`config.mk`:
```
export PLATFORM = sky130hd
export DESIGN_NAME = inst_fetch_queue
export DESIGN_NICKNAME = d
export VERILOG_FILES = /design/src/rtl/inst_fetch_queue_pkg.sv /design/src/rtl/ifq_storage.sv /design/src/rtl/inst_fetch_queue.sv
export SDC_FILE = /design/constraint.sdc
export NUM_CORES = 1
export LEC_CHECK = 0
export BUFFER_PORTS_ARGS = -buffer_cell sky130_fd_sc_hd__buf_4
export CORE_ASPECT_RATIO = 2
export CORE_MARGIN = 3
export CORE_UTILIZATION = 35
export CTS_CLUSTER_DIAMETER = 40
export CTS_CLUSTER_SIZE = 25
export DETAILED_ROUTE_END_ITERATION = 10
export PLACE_DENSITY_LB_ADDON = 0.12
export SYNTH_ARGS = -nofsm -noshare
export SYNTH_HDL_FRONTEND = slang
export SYNTH_SLANG_ARGS = --single-unit
export TNS_END_PERCENT = 20
```
`constraint.sdc`:
```
create_clock -name clk_i -period 3 [get_ports clk_i]
set_input_delay 0.3 -clock clk_i [delete_from_list [all_inputs] [get_ports clk_i]]
set_output_delay 0.3 -clock clk_i [all_outputs]
set_load 0.02 [all_outputs]
```
`src/rtl/inst_fetch_queue_pkg.sv`:
```
// Shared types and width constants for the instruction fetch queue.
// Widths come from the project-wide defines so fetch and decode agree on bundle layout.
`ifndef FETCH_WIDTH
`define FETCH_WIDTH 1
`endif
`ifndef INST_ADDR_WIDTH
`define INST_ADDR_WIDTH 32
`endif

package inst_fetch_queue_pkg;

    localparam int unsigned FetchWidth    = `FETCH_WIDTH;
    localparam int unsigned InstAddrWidth = `INST_ADDR_WIDTH;

    typedef logic [FetchWidth-1:0][31:0] inst_bundle_t;
    typedef logic [InstAddrWidth-1:0]    inst_addr_t;

    typedef struct packed {
        inst_bundle_t inst;
        inst_addr_t   pc;
        inst_addr_t   pc_plus_4;
    } fetch_bundle_t;

    // Occupancy counter must reach Depth itself, hence one bit above the pointer width.
    function automatic int unsigned cnt_width(input int unsigned depth);
        return $clog2(depth) + 1;
    endfunction

endpackage

```
`src/rtl/ifq_storage.sv`:
```
// Bundle register array: one synchronous write port, one combinational read port.
// Asynchronous clear so nothing from before a reset can ever be read back.
module ifq_storage
    import inst_fetch_queue_pkg::*;
#(
    parameter int unsigned Depth = 8
) (
    input  logic                     clk_i,
    input  logic                     rst_ni,
    input  logic                     we_i,
    input  logic [$clog2(Depth)-1:0] waddr_i,
    input  fetch_bundle_t            wdata_i,
    input  logic [$clog2(Depth)-1:0] raddr_i,
    output fetch_bundle_t            rdata_o
);

    fetch_bundle_t mem_q [Depth];

    always_ff @(posedge clk_i or negedge rst_ni) begin
        if (!rst_ni) begin
            for (int i = 0; i < Depth; i++) begin
                mem_q[i] <= '0;
            end
        end else if (we_i) begin
            mem_q[waddr_i] <= wdata_i;
        end
    end

    assign rdata_o = mem_q[raddr_i];

endmodule

```
`src/rtl/inst_fetch_queue.sv`:
```
// In-order fetch bundle queue between fetch and decode with first-word fall-through output,
// registered skid-aware stall back to fetch, redirect flush and sticky overflow flag.
module inst_fetch_queue
    import inst_fetch_queue_pkg::*;
#(
    parameter int unsigned Depth = 8,
    parameter int unsigned Skid  = 2
) (
    input  logic                          clk_i,
    input  logic                          rst_ni,
    input  logic                          flush_i,
    input  logic                          in_valid_i,
    input  logic [FetchWidth-1:0][31:0]   in_inst_i,
    input  logic [InstAddrWidth-1:0]      in_pc_i,
    input  logic [InstAddrWidth-1:0]      in_pc_plus_4_i,
    output logic                          stall_o,
    output logic                          out_valid_o,
    input  logic                          out_ready_i,
    output logic [FetchWidth-1:0][31:0]   out_inst_o,
    output logic [InstAddrWidth-1:0]      out_pc_o,
    output logic [InstAddrWidth-1:0]      out_pc_plus_4_o,
    output logic [$clog2(Depth):0]        count_o,
    output logic                          overflow_err_o
);

    localparam int unsigned PtrW = $clog2(Depth);
    localparam int unsigned CntW = cnt_width(Depth);
    localparam logic [CntW-1:0] FullCnt  = CntW'(Depth);
    localparam logic [CntW-1:0] StallCnt = CntW'(Depth - Skid);

    logic [PtrW-1:0] wr_ptr_q, wr_ptr_d;
    logic [PtrW-1:0] rd_ptr_q, rd_ptr_d;
    logic [CntW-1:0] count_q, count_d;
    logic            stall_q, stall_d;
    logic            ovf_q, ovf_d;

    logic            full, empty, push, pop;
    fetch_bundle_t   wdata, rdata;

    assign full  = (count_q == FullCnt);
    assign empty = (count_q == '0);
    assign pop   = ~empty & out_ready_i & ~flush_i;
    // A pop in the same cycle frees a slot, so a full queue can still accept.
    assign push  = in_valid_i & ~flush_i & (~full | pop);

    assign wdata = '{inst: in_inst_i, pc: in_pc_i, pc_plus_4: in_pc_plus_4_i};

    always_comb begin
        wr_ptr_d = wr_ptr_q;
        rd_ptr_d = rd_ptr_q;
        count_d  = count_q;
        if (flush_i) begin
            wr_ptr_d = '0;
            rd_ptr_d = '0;
            count_d  = '0;
        end else begin
            if (push) wr_ptr_d = wr_ptr_q + PtrW'(1);
            if (pop)  rd_ptr_d = rd_ptr_q + PtrW'(1);
            count_d = count_q + CntW'(push) - CntW'(pop);
        end
        // Threshold leaves Skid slots for bundles already launched by fetch.
        stall_d = ~flush_i & (count_d >= StallCnt);
        ovf_d   = ovf_q | (in_valid_i & full & ~pop & ~flush_i);
    end

    always_ff @(posedge clk_i or negedge rst_ni) begin
        if (!rst_ni) begin
            wr_ptr_q <= '0;
            rd_ptr_q <= '0;
            count_q  <= '0;
            stall_q  <= 1'b0;
            ovf_q    <= 1'b0;
        end else begin
            wr_ptr_q <= wr_ptr_d;
            rd_ptr_q <= rd_ptr_d;
            count_q  <= count_d;
            stall_q  <= stall_d;
            ovf_q    <= ovf_d;
        end
    end

    ifq_storage #(
        .Depth (Depth)
    ) u_storage (
        .clk_i   (clk_i),
        .rst_ni  (rst_ni),
        .we_i    (push),
        .waddr_i (wr_ptr_q),
        .wdata_i (wdata),
        .raddr_i (rd_ptr_q),
        .rdata_o (rdata)
    );

    assign out_valid_o     = ~empty;
    assign out_inst_o      = rdata.inst;
    assign out_pc_o        = rdata.pc;
    assign out_pc_plus_4_o = rdata.pc_plus_4;
    assign count_o         = count_q;
    assign stall_o         = stall_q;
    assign overflow_err_o  = ovf_q;

endmodule

```
== Word level (Yosys, flattened, before mapping) ==
Index checks and enable logic that the tools add are counted.

* Register bits: 780
* Latch bits: 0
* Memory bits (writable): 0
* ROM bits: 0
* Bits of input ports: 101
* Output and inout bits: 103
* Word-level logic and storage cells: 69
* Memories: 0

* Add/subtract/negate cells: 4
* Multipliers: 0
* Divide/modulo/power cells: 0
* $lt $le $gt $ge: 4
* Equality and inequality tests: 1
* Shift-type cells: 0
* Multiplexer cells: 11
* Bitwise gates (word level): 16
* Reductions and logical operators: 4

{| class="wikitable"
|+ Operators with widths
! cell !! count
|-
| bitwise mux 768 bit || 1
|-
| binary-select mux 96 bit (select 3 bit) || 1
|-
| demux 96 bit (select 3 bit) || 1
|-
| two-way mux 96 bit || 3
|-
| two-way mux 3 bit || 4
|-
| AND 1 bit || 8
|-
| greater-or-equal comparator 4 bit (second input constant) || 2
|-
| inverter 3 -> 4 bit || 2
|-
| adder 3 x 1 -> 3 bit (second input constant) || 2
|-
| adder 4 x 1 -> 4 bit || 1
|-
| == test 4 bit (second input constant) || 1
|-
| greater-or-equal comparator 4 x 3 -> 1 bit (second input constant) || 1
|-
| zero test 4 bit || 1
|-
| < comparator 4 x 1 -> 1 bit (second input constant) || 1
|-
| two-way mux 4 bit || 1
|-
| inverter 1 bit || 4
|-
| nonzero test 2 bit || 2
|-
| subtractor 4 x 1 -> 4 bit || 1
|-
| OR 1 bit || 2
|-
| logical AND 1 bit || 1
|}

== Longest topological paths before layout ==
* Word-level depth: 11
* Mapped depth: 11
* Depth with buffers taken out: 10

== By module ==
From an unflattened synthesis, not the netlist that was laid out.

* Cell total of the unflattened synthesis: 2,041
* Area total of the unflattened synthesis: 34,974.8 sq um

{| class="wikitable"
|+ Modules (own cells, without submodules)
! module !! times used !! cells an instance !! area an instance (sq um) !! sequential area each (sq um)
|-
| ifq_storage || 1 || 1,973 || 34,247.8 || 19,218.4
|-
| inst_fetch_queue || 1 || 68 || 726.9 || 300.3
|}

== Worst setup path before layout ==
OpenSTA, ideal clock, no wires.

* Kind: flip-flop to flip-flop
* Start: reg count_q[2], in the netlist count_o[2]
* End: reg stall_q, in the netlist stall_o
* Setup time: 0.132 ns
* Arrival time: 2.357 ns
* Required time: 2.868 ns
* Path slack: 0.511 ns
* Cell stages (with the launch flop): 11
* Buffers on the path: 0
* Period minus slack after synthesis: 2.489 ns
* Cells stage by stage: dfrtp_1 -> inv_1 -> ha_1 -> nor3b_1 -> or4_1 -> o21ai_0 -> ha_1 -> fa_1 -> xnor2_1 -> nand3b_1 -> o211ai_1

* Longest elaborated chain between the ends: 11
* Elaborated cells between the ends (all ways): 13
* Classes of those cells: 2 x add/sub; 1 x order compare; 1 x eq/ne; 1 x mux; 7 x bitwise; 1 x reduce/logical

{| class="wikitable"
|+ Ends and longest elaborated chain
! item !! line !! source
|-
| start: declaration || inst_fetch_queue.sv:33 || <nowiki>logic [CntW-1:0] count_q, count_d;</nowiki>
|-
| start signal: assignment || inst_fetch_queue.sv:76 || <nowiki>count_q <= count_d;</nowiki>
|-
| zero test 4 bit || inst_fetch_queue.sv:41 || <nowiki>assign empty = (count_q == '0);</nowiki>
|-
| inverter 1 bit || inst_fetch_queue.sv:42 || <nowiki>assign pop = ~empty & out_ready_i & ~flush_i;</nowiki>
|-
| AND 1 bit (2 in series) || inst_fetch_queue.sv:42 ||
|-
| OR 1 bit || inst_fetch_queue.sv:44 || <nowiki>assign push = in_valid_i & ~flush_i & (~full | pop);</nowiki>
|-
| AND 1 bit || inst_fetch_queue.sv:44 ||
|-
| adder 4 x 1 -> 4 bit || inst_fetch_queue.sv:59 || <nowiki>count_d = count_q + CntW'(push) - CntW'(pop);</nowiki>
|-
| subtractor 4 x 1 -> 4 bit * || inst_fetch_queue.sv:59 ||
|-
| two-way mux 4 bit * || inst_fetch_queue.sv:52 || <nowiki>if (flush_i) begin</nowiki>
|-
| greater-or-equal comparator 4 x 3 -> 1 bit * || inst_fetch_queue.sv:62 || <nowiki>stall_d = ~flush_i & (count_d >= StallCnt);</nowiki>
|-
| AND 1 bit * || inst_fetch_queue.sv:62 ||
|-
| named net stall_d || inst_fetch_queue.sv:34 || <nowiki>logic stall_q, stall_d;</nowiki>
|-
| end signal: assignment || inst_fetch_queue.sv:77 || <nowiki>stall_q <= stall_d;</nowiki>
|-
| end: declaration || inst_fetch_queue.sv:34 ||
|}

Mark *: on every way through the listed nets, which the timed path passes. The rest lies on a longest branch.
A chain may end at the register's enable or synchronous reset.

== Final worst setup path ==
* Start: reg rd_ptr_q[0]
* End: out out_pc_plus_4_o[26]

* Longest elaborated chain between the ends: 4

{| class="wikitable"
|+ Ends and longest elaborated chain
! item !! line !! source
|-
| start: declaration || inst_fetch_queue.sv:32 || <nowiki>logic [PtrW-1:0] rd_ptr_q, rd_ptr_d;</nowiki>
|-
| start signal: assignment || inst_fetch_queue.sv:75 || <nowiki>rd_ptr_q <= rd_ptr_d;</nowiki>
|-
| inverter 3 -> 4 bit (not written as such) || ifq_storage.sv:29 || <nowiki>assign rdata_o = mem_q[raddr_i];</nowiki>
|-
| binary-select mux 96 bit (select 3 bit) || ifq_storage.sv:29 ||
|-
| two-way mux 96 bit (not written as such) (2 in series) || ifq_storage.sv:29 ||
|-
| end: declaration || inst_fetch_queue.sv:21 || <nowiki>output logic [InstAddrWidth-1:0] out_pc_plus_4_o,</nowiki>
|}

No other way between the ends. The select of a mux whose other input is x is not followed.

==> results.toml <==
[run_status]
status = "finished, final reports clean"

[logic_synthesis]
synth_ff_type = "dfrtp_1"
syn_area_per_cell_um2 = 17.4
yosysWarnings = 0
async_flop_share_pct = 100
netlist-cell-type-count = 42
synth_edf_count = 0
ys_seq_elements = 780
seq_area_frac_synth_pct = 54.8
synth_area_um2 = 35600
syn_inst = 2049
syn_nets = 2158

[clock_network]
h-tree-depth = 3
cts_root_buf = "clkbuf_16"
clkLatencyLatePin_ps = 680
cts_tree = "built"
cts-buffers-inserted = 99
clk_pin_slew_ps = 60
clk_path_buf_depth = 3
clock-sinks = 780

[place]
placed_area_um2 = 39300
gp_congestion = 0.724
io_buffers = 203
dp.cells = 3525
dp.final_hpwl_um = 56200

[sta]
setup_violations = 0
rsz0062_at_grt = "yes"
post-route-period-util_pct = 97.5
clock.fmax_ghz = 0.342
maxSlewHeadroom_pct = 54.9
period_minus_slack_ps = 2930
drv_slew = 0
fin_worst_skew_ps = 22.9
finalHoldViolations = 0
hold_ws_ps = 192
worst_slew_pin_slew_ps = 677

[pwr]
ir_drop_uv = 543
p_total_mw = 39.3
power.leakage_nw = 20.2
powerDensity_nw_per_um2 = 891

[floorplanning]
die_area_um2 = 106000
die_w_um = 232
initial_core_util_pct = 35.5
die_y_um = 457
io-pin-count = 204
num_rows = 164
core_area_um2 = 100000

[critical_path]
max_stage_delay_ps = 500
crit_top_cell = "buf_4"
crit_type = "register to output pin"
critPathMaxFanout = 6
worstPathRequired_ps = 2700
critPathArrivalTime_ps = 2630
crit_path_end_kind = "output pin"
cp-start-kind = "register"
slowest_stage = "dfrtp_4"
cp_cell_sequence = "buf_12, buf_16, buf_4, buf_4, mux4_2, mux2_4, buf_6"

[drt]
wl_per_cell_um = 24.7
wl_um = 94900
drcViolationCount = 0
first_iter_violations = 759
vias = 19700
antenna_left = 0
via_per_inst = 5.14
first_pass_iters = 4

[final_layout]
multi_input_comb_area_um2 = 15300
layout.nets = 2525
fin_area_um2 = 44100
layout_commonest_cell = "dfrtp_1"
layout_common_cells = "dfrtp_1 (777), mux2_2 (654), buf_4 (240)"
syn_to_final_growth_pct = 23.9
final_core_util_pct = 44.0
fillCellCount = 8888
final_cells = 3833
drive_above_1_share_pct = 60.9
regArea_um2 = 19500

[global_route]
grt_max_degree = 107
gr-total-overflow = 0
gr-usage-all-layers_pct = 18.2
grt_pass1_vias = 22600
antenna_found_initial = 6
grt_pass1_wl_um = 145000

[job]
drv_cap = 0

[min_path]
min_path_type = "input pin to async pin"
## worst paths after layout
kind	start	end	slack, ps	depth (start not counted)
setup / recovery	rd_ptr_q[0]	out_pc_plus_4_o[26]	70	7
hold / removal	rst_ni	u_storage.mem_q[15]	190	2
setup reg to reg	count_o[2]	u_storage.mem_q[648]	370	7
hold reg to reg	u_storage.mem_q[409]	u_storage.mem_q[409]	490	1
max in group asynchronous	rst_ni	u_storage.mem_q[363]	1670	3
min in group clk_i	in_pc_plus_4_i[5]	u_storage.mem_q[389]	450	3
## where the power goes
group	internal [mW]	leakage [nW]	switching [mW]
registers	13.2	10.3	1.39
logic	7.18	8.21	5.36
clock network	7.00	1.65	5.20
total	27.4	20.2	12.0
## through the flow
stage,setup WS [ps],setup TNS [ps]
finish,73.7,0
CTS,-89.6,-1630
global placement,425,0
global route,-16.9,-58.6
floorplan,511,0
detailed placement,380,0
## metal layers
| layer | GRT usage [%] | part of all wire, % |
|---|---|---|
| met1 | 22.3 | 41 |
| met2 | 32.3 | 52 |
| met3 | 3.37 | 4.1 |
| met4 | 5.55 | 2.1 |
| met5 | 0 | 0.028 |
## area by class of cell
cell class	instances	share of cell area, %
well taps	1328	3.77
clock buffers	112	6.01
diodes	4	0.0227
inverters	7	0.0595
flip-flops and latches	780	44.3
multi-input cells	1119	34.7
repair buffers	409	9.50
clock inverters	74	1.72
## sequential cells by signal, indices dropped and copies added, names as in the netlist
| signal | cells |
|---|---|
| u_storage.mem_q | 768 |
| overflow_err_o | 1 |
| wr_ptr_q | 3 |
| rd_ptr_q | 3 |
| stall_o | 1 |
| count_o | 4 |
## cells in the mapped netlist, drive strengths merged (2+ instances only)
cell type  number  area share [%]
a21oi           4           0.056
buf           111             2.1
clkbuf         32            0.34
dfrtp         780              55
ha              7            0.25
inv             7           0.074
mux2          867              29
mux4          192              12
nand2           5           0.053
nand3           2           0.028
nor2            4           0.042
nor2b           5           0.088
nor3b           4           0.084
o211a           3           0.084
o211ai          4            0.13
o21ai           4           0.056
or3b            2           0.049
## worst max-delay path: cells and delay by family, from the launching register on
kind	cells	cell delay [ps]
DFF	1	500
muxes	2	690
buffers and inverters	5	720
## logic make-up after synthesis
family,after synthesis,synth area share [%]
buffers and inverters,150,2.55
adders and majority gates,8,0.302
xor gates and xnor gates,1,0.0246
DFF,780,54.8
AOI/OAI and AO/OA,22,0.517
and+or+nand+nor,28,0.510
muxes,1060,41.3
## repair_timing
item	in CTS	in global routing
hold buffers	101	0
setup buffers	4	7
endpoints found under the setup margin	85	50
hold endpoints to repair	822	0
gates cloned	4	2
resized for setup	12	23
Note: power is estimated with default switching activity, not from simulation.
